--- src/rtl/exe_mem_if.sv ---
// EXE->MEM pipeline register bundle: EXE-side fields, controls,
// and the registered MEM-side fields with status and retire count.
interface exe_mem_if;
    logic        freeze;
    logic        flush;
    logic        valid_in;
    logic [31:0] alu_res_in;
    logic        n_in;
    logic        z_in;
    logic        c_in;
    logic        v_in;
    logic        s_in;
    logic        wb_en_in;
    logic        mem_r_en_in;
    logic        mem_w_en_in;
    logic [3:0]  dest_in;
    logic [31:0] val_rm_in;

    logic [3:0]  status_out;
    logic        c_status;
    logic        valid_out;
    logic        wb_en_out;
    logic        mem_r_en_out;
    logic        mem_w_en_out;
    logic [31:0] alu_res_out;
    logic [3:0]  dest_out;
    logic [31:0] val_rm_out;
    logic [31:0] retire_cnt;

    modport master (
        output freeze, flush, valid_in, alu_res_in,
        output n_in, z_in, c_in, v_in, s_in,
        output wb_en_in, mem_r_en_in, mem_w_en_in,
        output dest_in, val_rm_in,
        input  status_out, c_status, valid_out,
        input  wb_en_out, mem_r_en_out, mem_w_en_out,
        input  alu_res_out, dest_out, val_rm_out, retire_cnt
    );

    modport slave (
        input  freeze, flush, valid_in, alu_res_in,
        input  n_in, z_in, c_in, v_in, s_in,
        input  wb_en_in, mem_r_en_in, mem_w_en_in,
        input  dest_in, val_rm_in,
        output status_out, c_status, valid_out,
        output wb_en_out, mem_r_en_out, mem_w_en_out,
        output alu_res_out, dest_out, val_rm_out, retire_cnt
    );
endinterface

--- src/rtl/exe_mem_stage.sv ---
// EXE->MEM pipeline register with status-flag register and retire counter.
// Freeze holds everything; flush or an invalid slot loads a bubble.
module exe_mem_stage (
    input  logic       clk,
    input  logic       rst,
    exe_mem_if.slave   io
);
    logic        accept;
    logic        rd_win;
    logic        st_only;

    logic        valid_d, valid_q;
    logic        wb_d, wb_q;
    logic        mr_d, mr_q;
    logic        mw_d, mw_q;
    logic [31:0] alu_d, alu_q;
    logic [3:0]  dest_d, dest_q;
    logic [31:0] rm_d, rm_q;
    logic [3:0]  stat_d, stat_q;
    logic [31:0] cnt_q, cnt_d;

    assign accept  = io.valid_in & ~io.flush & ~io.freeze;
    assign rd_win  = io.mem_r_en_in;
    // A simultaneous read+write request is resolved as a read.
    assign st_only = io.mem_w_en_in & ~rd_win;

    always_comb begin
        valid_d = valid_q;
        wb_d    = wb_q;
        mr_d    = mr_q;
        mw_d    = mw_q;
        alu_d   = alu_q;
        dest_d  = dest_q;
        rm_d    = rm_q;
        stat_d  = stat_q;
        cnt_d   = cnt_q;
        if (!io.freeze) begin
            valid_d = accept;
            wb_d    = accept & io.wb_en_in & ~st_only;
            mr_d    = accept & rd_win;
            mw_d    = accept & st_only;
            alu_d   = accept ? io.alu_res_in : 32'h0;
            dest_d  = accept ? io.dest_in : 4'h0;
            rm_d    = accept ? io.val_rm_in : 32'h0;
            if (accept && io.s_in)
                stat_d = {io.n_in, io.z_in, io.c_in, io.v_in};
            if (accept)
                cnt_d = cnt_q + 32'd1;
        end
    end

    always_ff @(posedge clk or negedge rst) begin
        if (!rst) begin
            valid_q <= 1'b0;
            wb_q    <= 1'b0;
            mr_q    <= 1'b0;
            mw_q    <= 1'b0;
            alu_q   <= 32'h0;
            dest_q  <= 4'h0;
            rm_q    <= 32'h0;
            stat_q  <= 4'h0;
            cnt_q   <= 32'h0;
        end else begin
            valid_q <= valid_d;
            wb_q    <= wb_d;
            mr_q    <= mr_d;
            mw_q    <= mw_d;
            alu_q   <= alu_d;
            dest_q  <= dest_d;
            rm_q    <= rm_d;
            stat_q  <= stat_d;
            cnt_q   <= cnt_d;
        end
    end

    assign io.valid_out    = valid_q;
    assign io.wb_en_out    = wb_q;
    assign io.mem_r_en_out = mr_q;
    assign io.mem_w_en_out = mw_q;
    assign io.alu_res_out  = alu_q;
    assign io.dest_out     = dest_q;
    assign io.val_rm_out   = rm_q;
    assign io.status_out   = stat_q;
    assign io.c_status     = stat_q[1];
    assign io.retire_cnt   = cnt_q;
endmodule

--- src/flat_wrapper.sv ---
// flat-port wrapper written by rule: the top's interface ports become plain ports
module exe_mem_stage_flat 
  (clk, rst, io_freeze, io_flush, io_valid_in, io_alu_res_in, io_n_in, io_z_in, io_c_in, io_v_in, io_s_in, io_wb_en_in, io_mem_r_en_in, io_mem_w_en_in, io_dest_in, io_val_rm_in, io_status_out, io_c_status, io_valid_out, io_wb_en_out, io_mem_r_en_out, io_mem_w_en_out, io_alu_res_out, io_dest_out, io_val_rm_out, io_retire_cnt);
  exe_mem_if io_i ();
  input  logic clk;
  input  logic rst;
  input wire logic [$bits(io_i.freeze)-1:0] io_freeze;
  input wire logic [$bits(io_i.flush)-1:0] io_flush;
  input wire logic [$bits(io_i.valid_in)-1:0] io_valid_in;
  input wire logic [$bits(io_i.alu_res_in)-1:0] io_alu_res_in;
  input wire logic [$bits(io_i.n_in)-1:0] io_n_in;
  input wire logic [$bits(io_i.z_in)-1:0] io_z_in;
  input wire logic [$bits(io_i.c_in)-1:0] io_c_in;
  input wire logic [$bits(io_i.v_in)-1:0] io_v_in;
  input wire logic [$bits(io_i.s_in)-1:0] io_s_in;
  input wire logic [$bits(io_i.wb_en_in)-1:0] io_wb_en_in;
  input wire logic [$bits(io_i.mem_r_en_in)-1:0] io_mem_r_en_in;
  input wire logic [$bits(io_i.mem_w_en_in)-1:0] io_mem_w_en_in;
  input wire logic [$bits(io_i.dest_in)-1:0] io_dest_in;
  input wire logic [$bits(io_i.val_rm_in)-1:0] io_val_rm_in;
  output wire logic [$bits(io_i.status_out)-1:0] io_status_out;
  output wire logic [$bits(io_i.c_status)-1:0] io_c_status;
  output wire logic [$bits(io_i.valid_out)-1:0] io_valid_out;
  output wire logic [$bits(io_i.wb_en_out)-1:0] io_wb_en_out;
  output wire logic [$bits(io_i.mem_r_en_out)-1:0] io_mem_r_en_out;
  output wire logic [$bits(io_i.mem_w_en_out)-1:0] io_mem_w_en_out;
  output wire logic [$bits(io_i.alu_res_out)-1:0] io_alu_res_out;
  output wire logic [$bits(io_i.dest_out)-1:0] io_dest_out;
  output wire logic [$bits(io_i.val_rm_out)-1:0] io_val_rm_out;
  output wire logic [$bits(io_i.retire_cnt)-1:0] io_retire_cnt;
  assign io_i.freeze = io_freeze;
  assign io_i.flush = io_flush;
  assign io_i.valid_in = io_valid_in;
  assign io_i.alu_res_in = io_alu_res_in;
  assign io_i.n_in = io_n_in;
  assign io_i.z_in = io_z_in;
  assign io_i.c_in = io_c_in;
  assign io_i.v_in = io_v_in;
  assign io_i.s_in = io_s_in;
  assign io_i.wb_en_in = io_wb_en_in;
  assign io_i.mem_r_en_in = io_mem_r_en_in;
  assign io_i.mem_w_en_in = io_mem_w_en_in;
  assign io_i.dest_in = io_dest_in;
  assign io_i.val_rm_in = io_val_rm_in;
  assign io_status_out = io_i.status_out;
  assign io_c_status = io_i.c_status;
  assign io_valid_out = io_i.valid_out;
  assign io_wb_en_out = io_i.wb_en_out;
  assign io_mem_r_en_out = io_i.mem_r_en_out;
  assign io_mem_w_en_out = io_i.mem_w_en_out;
  assign io_alu_res_out = io_i.alu_res_out;
  assign io_dest_out = io_i.dest_out;
  assign io_val_rm_out = io_i.val_rm_out;
  assign io_retire_cnt = io_i.retire_cnt;
  exe_mem_stage u_core (.clk(clk), .rst(rst), .io(io_i));
endmodule
--- config.mk ---
export PLATFORM = sky130hd
export DESIGN_NAME = exe_mem_stage_flat
export DESIGN_NICKNAME = d
export VERILOG_FILES = /design/src/rtl/exe_mem_if.sv /design/src/rtl/exe_mem_stage.sv /design/src/flat_wrapper.sv
export SDC_FILE = /design/constraint.sdc
export NUM_CORES = 1
export LEC_CHECK = 0
export ABC_AREA = 1
export BUFFER_PORTS_ARGS = -buffer_cell sky130_fd_sc_hd__buf_2
export CAP_MARGIN = 40
export CORE_MARGIN = 2
export CORE_UTILIZATION = 35
export CTS_CLUSTER_DIAMETER = 200
export DETAILED_ROUTE_END_ITERATION = 8
export HOLD_SLACK_MARGIN = 0.12
export SETUP_SLACK_MARGIN = 0.5
export SLEW_MARGIN = 40
export SYNTH_ARGS = -nofsm -noshare
export SYNTH_HDL_FRONTEND = slang
export SYNTH_SLANG_ARGS = --single-unit
--- constraint.sdc ---
create_clock -name clk -period 1.6 [get_ports clk]
set_input_delay 0.08 -clock clk [delete_from_list [all_inputs] [get_ports clk]]
set_output_delay 0.08 -clock clk [all_outputs]
set_load 0.02 [all_outputs]
==> results by group <==
Run status
  – Status: finished, final reports clean

Logic synthesis
  – Synth warn: 0
  – Compound-gate portion of the synthesized area: roughly 14%
  – Main combinational cell family by area after synthesis: simple AND/OR/NAND/NOR gates
  – Post-Synth Adder-Cell Area: less than 1%
  – Synthesis-stage register bit count: 108
  – Synth Area in XOR/XNOR: approximately 3.9%
  – Syn Inst Count: between 300 and 400
  – Synth Area in Simple Gates: 16.13%
  – Distinct cells, synth: 24
  – Mapped cell area: approximately 0.0045 mm²
  – Mux share of post-synthesis cell area: between 1 and 1.5%
  – Post-Syn Nets: roughly 480
  – Syn Area/Cell: 11.28 µm²
  – Post-synthesis sequential area ratio: between 60% and 70%

Die
  – Die width: 117.4 µm
  – Row Count: 41
  – DIE AREA: about 0.014 mm²
  – Initial core utilization: 35.80%
  – I/O Pins: 190
  – Core area: between 0.01 and 0.015 mm²
  – Die Ht: approximately 120 µm

Route
  – Routed WL per cell: roughly 15 µm
  – Met2 wire len: ~6300 µm
  – Vias: ~4000
  – DR vias/cell: roughly 4.7
  – Residual DRC: 0
  – Final WL: around 13000 µm
  – Max layer used: met4
  – Starting DRT DRC Count: 242
  – M1 wire length: around 5600 µm
  – Post-DRT Antenna Nets: 0
  – Wire length on met3: about 850 µm
  – DRT Pass-1 Iters: 4

Clocking
  – Clk buf depth: 2
  – Worst-Skew Late Latency: 0.35 ns
  – Root Buffer: clkbuf_16
  – CTS buffer count: 9
  – TritonCTS clock tree: built
  – Clk pin slew, worst setup/hold paths: 0.07 ns
  – Htree depth: 3
  – Clock sink total: 108

Worst setup path
  – Critical path capture point type: flop
  – Largest stage delay, worst path: around 0.40 ns
  – Crit-path most repeated cell: nor2_4
  – CP top delay family: simple AND/OR/NAND/NOR gates
  – Critical path's slowest cell: dfrtp_2
  – Crit-path cells: ha_4 -> nand3_4 -> nor2_4 -> nand2_4 -> buf_4 -> nor2_4 -> xor2_1
  – Critical path startpoint category: flop
  – Bufs and invs on worst path: 1
  – CP Class: reg2reg
  – Critical Path Fanout Max: 4
  – Worst EP arrival: about 1.6 ns
  – Critical Path RT: between 1.5 and 2 ns

GRT
  – First-pass GRT wire length: roughly 21000 µm
  – Overall Global Routing Usage: a little under 20%
  – Vias in the first global route: approximately 4300
  – Global route total overflow: 0
  – Antenna violations before repair: 0
  – Largest net degree at the start of global routing: 73

STA
  – Hold slack: about 0.16 ns
  – Final Hold Vio Count: 0
  – Final WS setup: between 0.2 and 0.25 ns
  – Fmax: 739.6 MHz
  – Worst Max-Slew Pin Slew: ~0.77 ns
  – RSZ-0062 raised after global routing: true
  – Period minus WS final: approximately 1.4 ns
  – Worst Skew: a little under 0.009 ns
  – Final period util: a little over four fifths
  – Final Slew Violations: 0
  – Setup TNS: 0 ns
  – Setup-failing EPs final: 0
  – Slew HR: roughly half

Pwr
  – Worst vdd ir: around 0.54 mV
  – Total chip power: 6.848 mW
  – P per Cell Area: just under 1000 mW/mm²
  – LEAKAGE: roughly 3.6 nW

Finish
  – Most frequent cells in the layout: buf_2 (187), dfrtp_1 (89), dlygate4sd3_1 (76)
  – Share of post-route cells with drive strength above 1: a little over two fifths
  – Area Growth Syn to Fin: 54.64%
  – Antenna cells: 0
  – Filler cell count: between 1000 and 1500
  – Commonest non-fill, non-tap cell in the layout: buf_2
  – # nets final: 755
  – Fin area: 0.006958 mm²

Place
  – Placed Area: between 0.005 and 0.006 mm²
  – DP Worst Slack: around 0.22 ns
  – PortBufs: between 150 and 200
  – Final HPWL DP: 8423 µm
  – Routability cong.: roughly 0.83

Worst hold path
  – Tightest Hold Check Type: in2async

Flow run
  – Maxcap violations: 0
==> registers in the layout, indices dropped and copies added (netlist names) <==
signal / count
u_core.io.mem_w_en_out: 1
u_core.io.val_rm_out: 32
u_core.io.dest_out: 4
u_core.io.status_out: 4
u_core.io.valid_out: 1
u_core.io.retire_cnt: 32
u_core.io.mem_r_en_out: 1
u_core.io.alu_res_out: 32
u_core.io.wb_en_out: 1
==> cells by family after synthesis <==
logic type / count (synthesis)
DFF: 108
xor gates and xnor gates: 20
adders and majority gates: 1
AOI/OAI and AO/OA: 72
buffers and inverters: 48
muxes: 4
and+or+nand+nor: 146
==> Yosys cell counts <==
master | n | area, µm²
buf_4 | 9 | 67.56
nand2_2 | 6 | 37.54
a22o_1 | 70 | 613.1
nor2_8 | 1 | 20.02
xor2_1 | 9 | 78.83
dfrtp_1 | 108 | 2703
nor2_1 | 22 | 82.58
nand3b_1 | 1 | 7.510
nor3_1 | 5 | 25.02
inv_1 | 31 | 116.4
ha_1 | 1 | 12.51
nand2_1 | 67 | 251.5
nor2_2 | 10 | 62.56
nor2_4 | 5 | 56.30
nand2_4 | 1 | 11.26
nand3_2 | 3 | 30.03
nand3_1 | 14 | 70.07
o21ai_0 | 2 | 10.01
nand4_1 | 10 | 62.56
mux2_2 | 4 | 45.04
clkbuf_1 | 7 | 26.28
or2_4 | 1 | 8.760
buf_2 | 1 | 5.000
xnor2_1 | 11 | 96.34
==> per-layer routing <==
layer / GRT usage (%) / vias up
met4: 8.584 / 0
met3: 4.815 / 18
met1: 24.57 / 1907
met2: 31.91 / 150
met5: 0 / -
li1: - / 1906
==> power breakdown <==
group | switching (mW) | internal, mW
registers | 0.167 | 2.92
logic | 0.621 | 0.546
clock network | 1.01 | 1.58
total | 1.80 | 5.05
==> through the flow <==
step,std cells,utilization [%]
6_report,850,55.36
2_1_floorplan,399,-
4_1_cts,847,54.81
3_3_place_gp,751,45.45
5_1_grt,850,55.36
3_5_place_dp,751,45.45
==> final cells by class <==
| cell class | instances | area [µm²] | area share [%] |
|---|---|---|---|
| sequential | 108 | 2726 | 39.18 |
| timing repair buffer | 280 | 1848 | 26.56 |
| multi-input combinational | 243 | 1702 | 24.46 |
| clock buffer | 11 | 242.7 | 3.489 |
| tap | 172 | 215.2 | 3.093 |
| inverter | 31 | 116.4 | 1.672 |
| clock inverter | 5 | 107.6 | 1.546 |
==> worst paths after layout <==
path | cells after the start | from | end | slack, ns
worst max-delay path | 7 | u_core.io.retire_cnt[0] | u_core.io.retire_cnt[18] | 0.25
worst min-delay path | 2 | rst | u_core.io.retire_cnt[8] | 0.16
worst max register to register | 7 | u_core.io.retire_cnt[0] | u_core.io.retire_cnt[18] | 0.25
worst min register to register | 2 | u_core.io.valid_out | u_core.io.valid_out | 0.48
max in group asynchronous | 3 | rst | u_core.io.retire_cnt[18] | 0.86
min in group clk | 3 | io_valid_in | u_core.io.valid_out | 0.16
==> timing repair <==
action                                  4_1_cts  5_1_grt
endpoints found under the hold margin       183        0
pin swaps                                     7        4
buffers inserted                              4        3
endpoints found under the setup margin       29       33
gates resized for setup                       9       14
hold buffers                                 76        0
(Power assumes the default switching activity.)
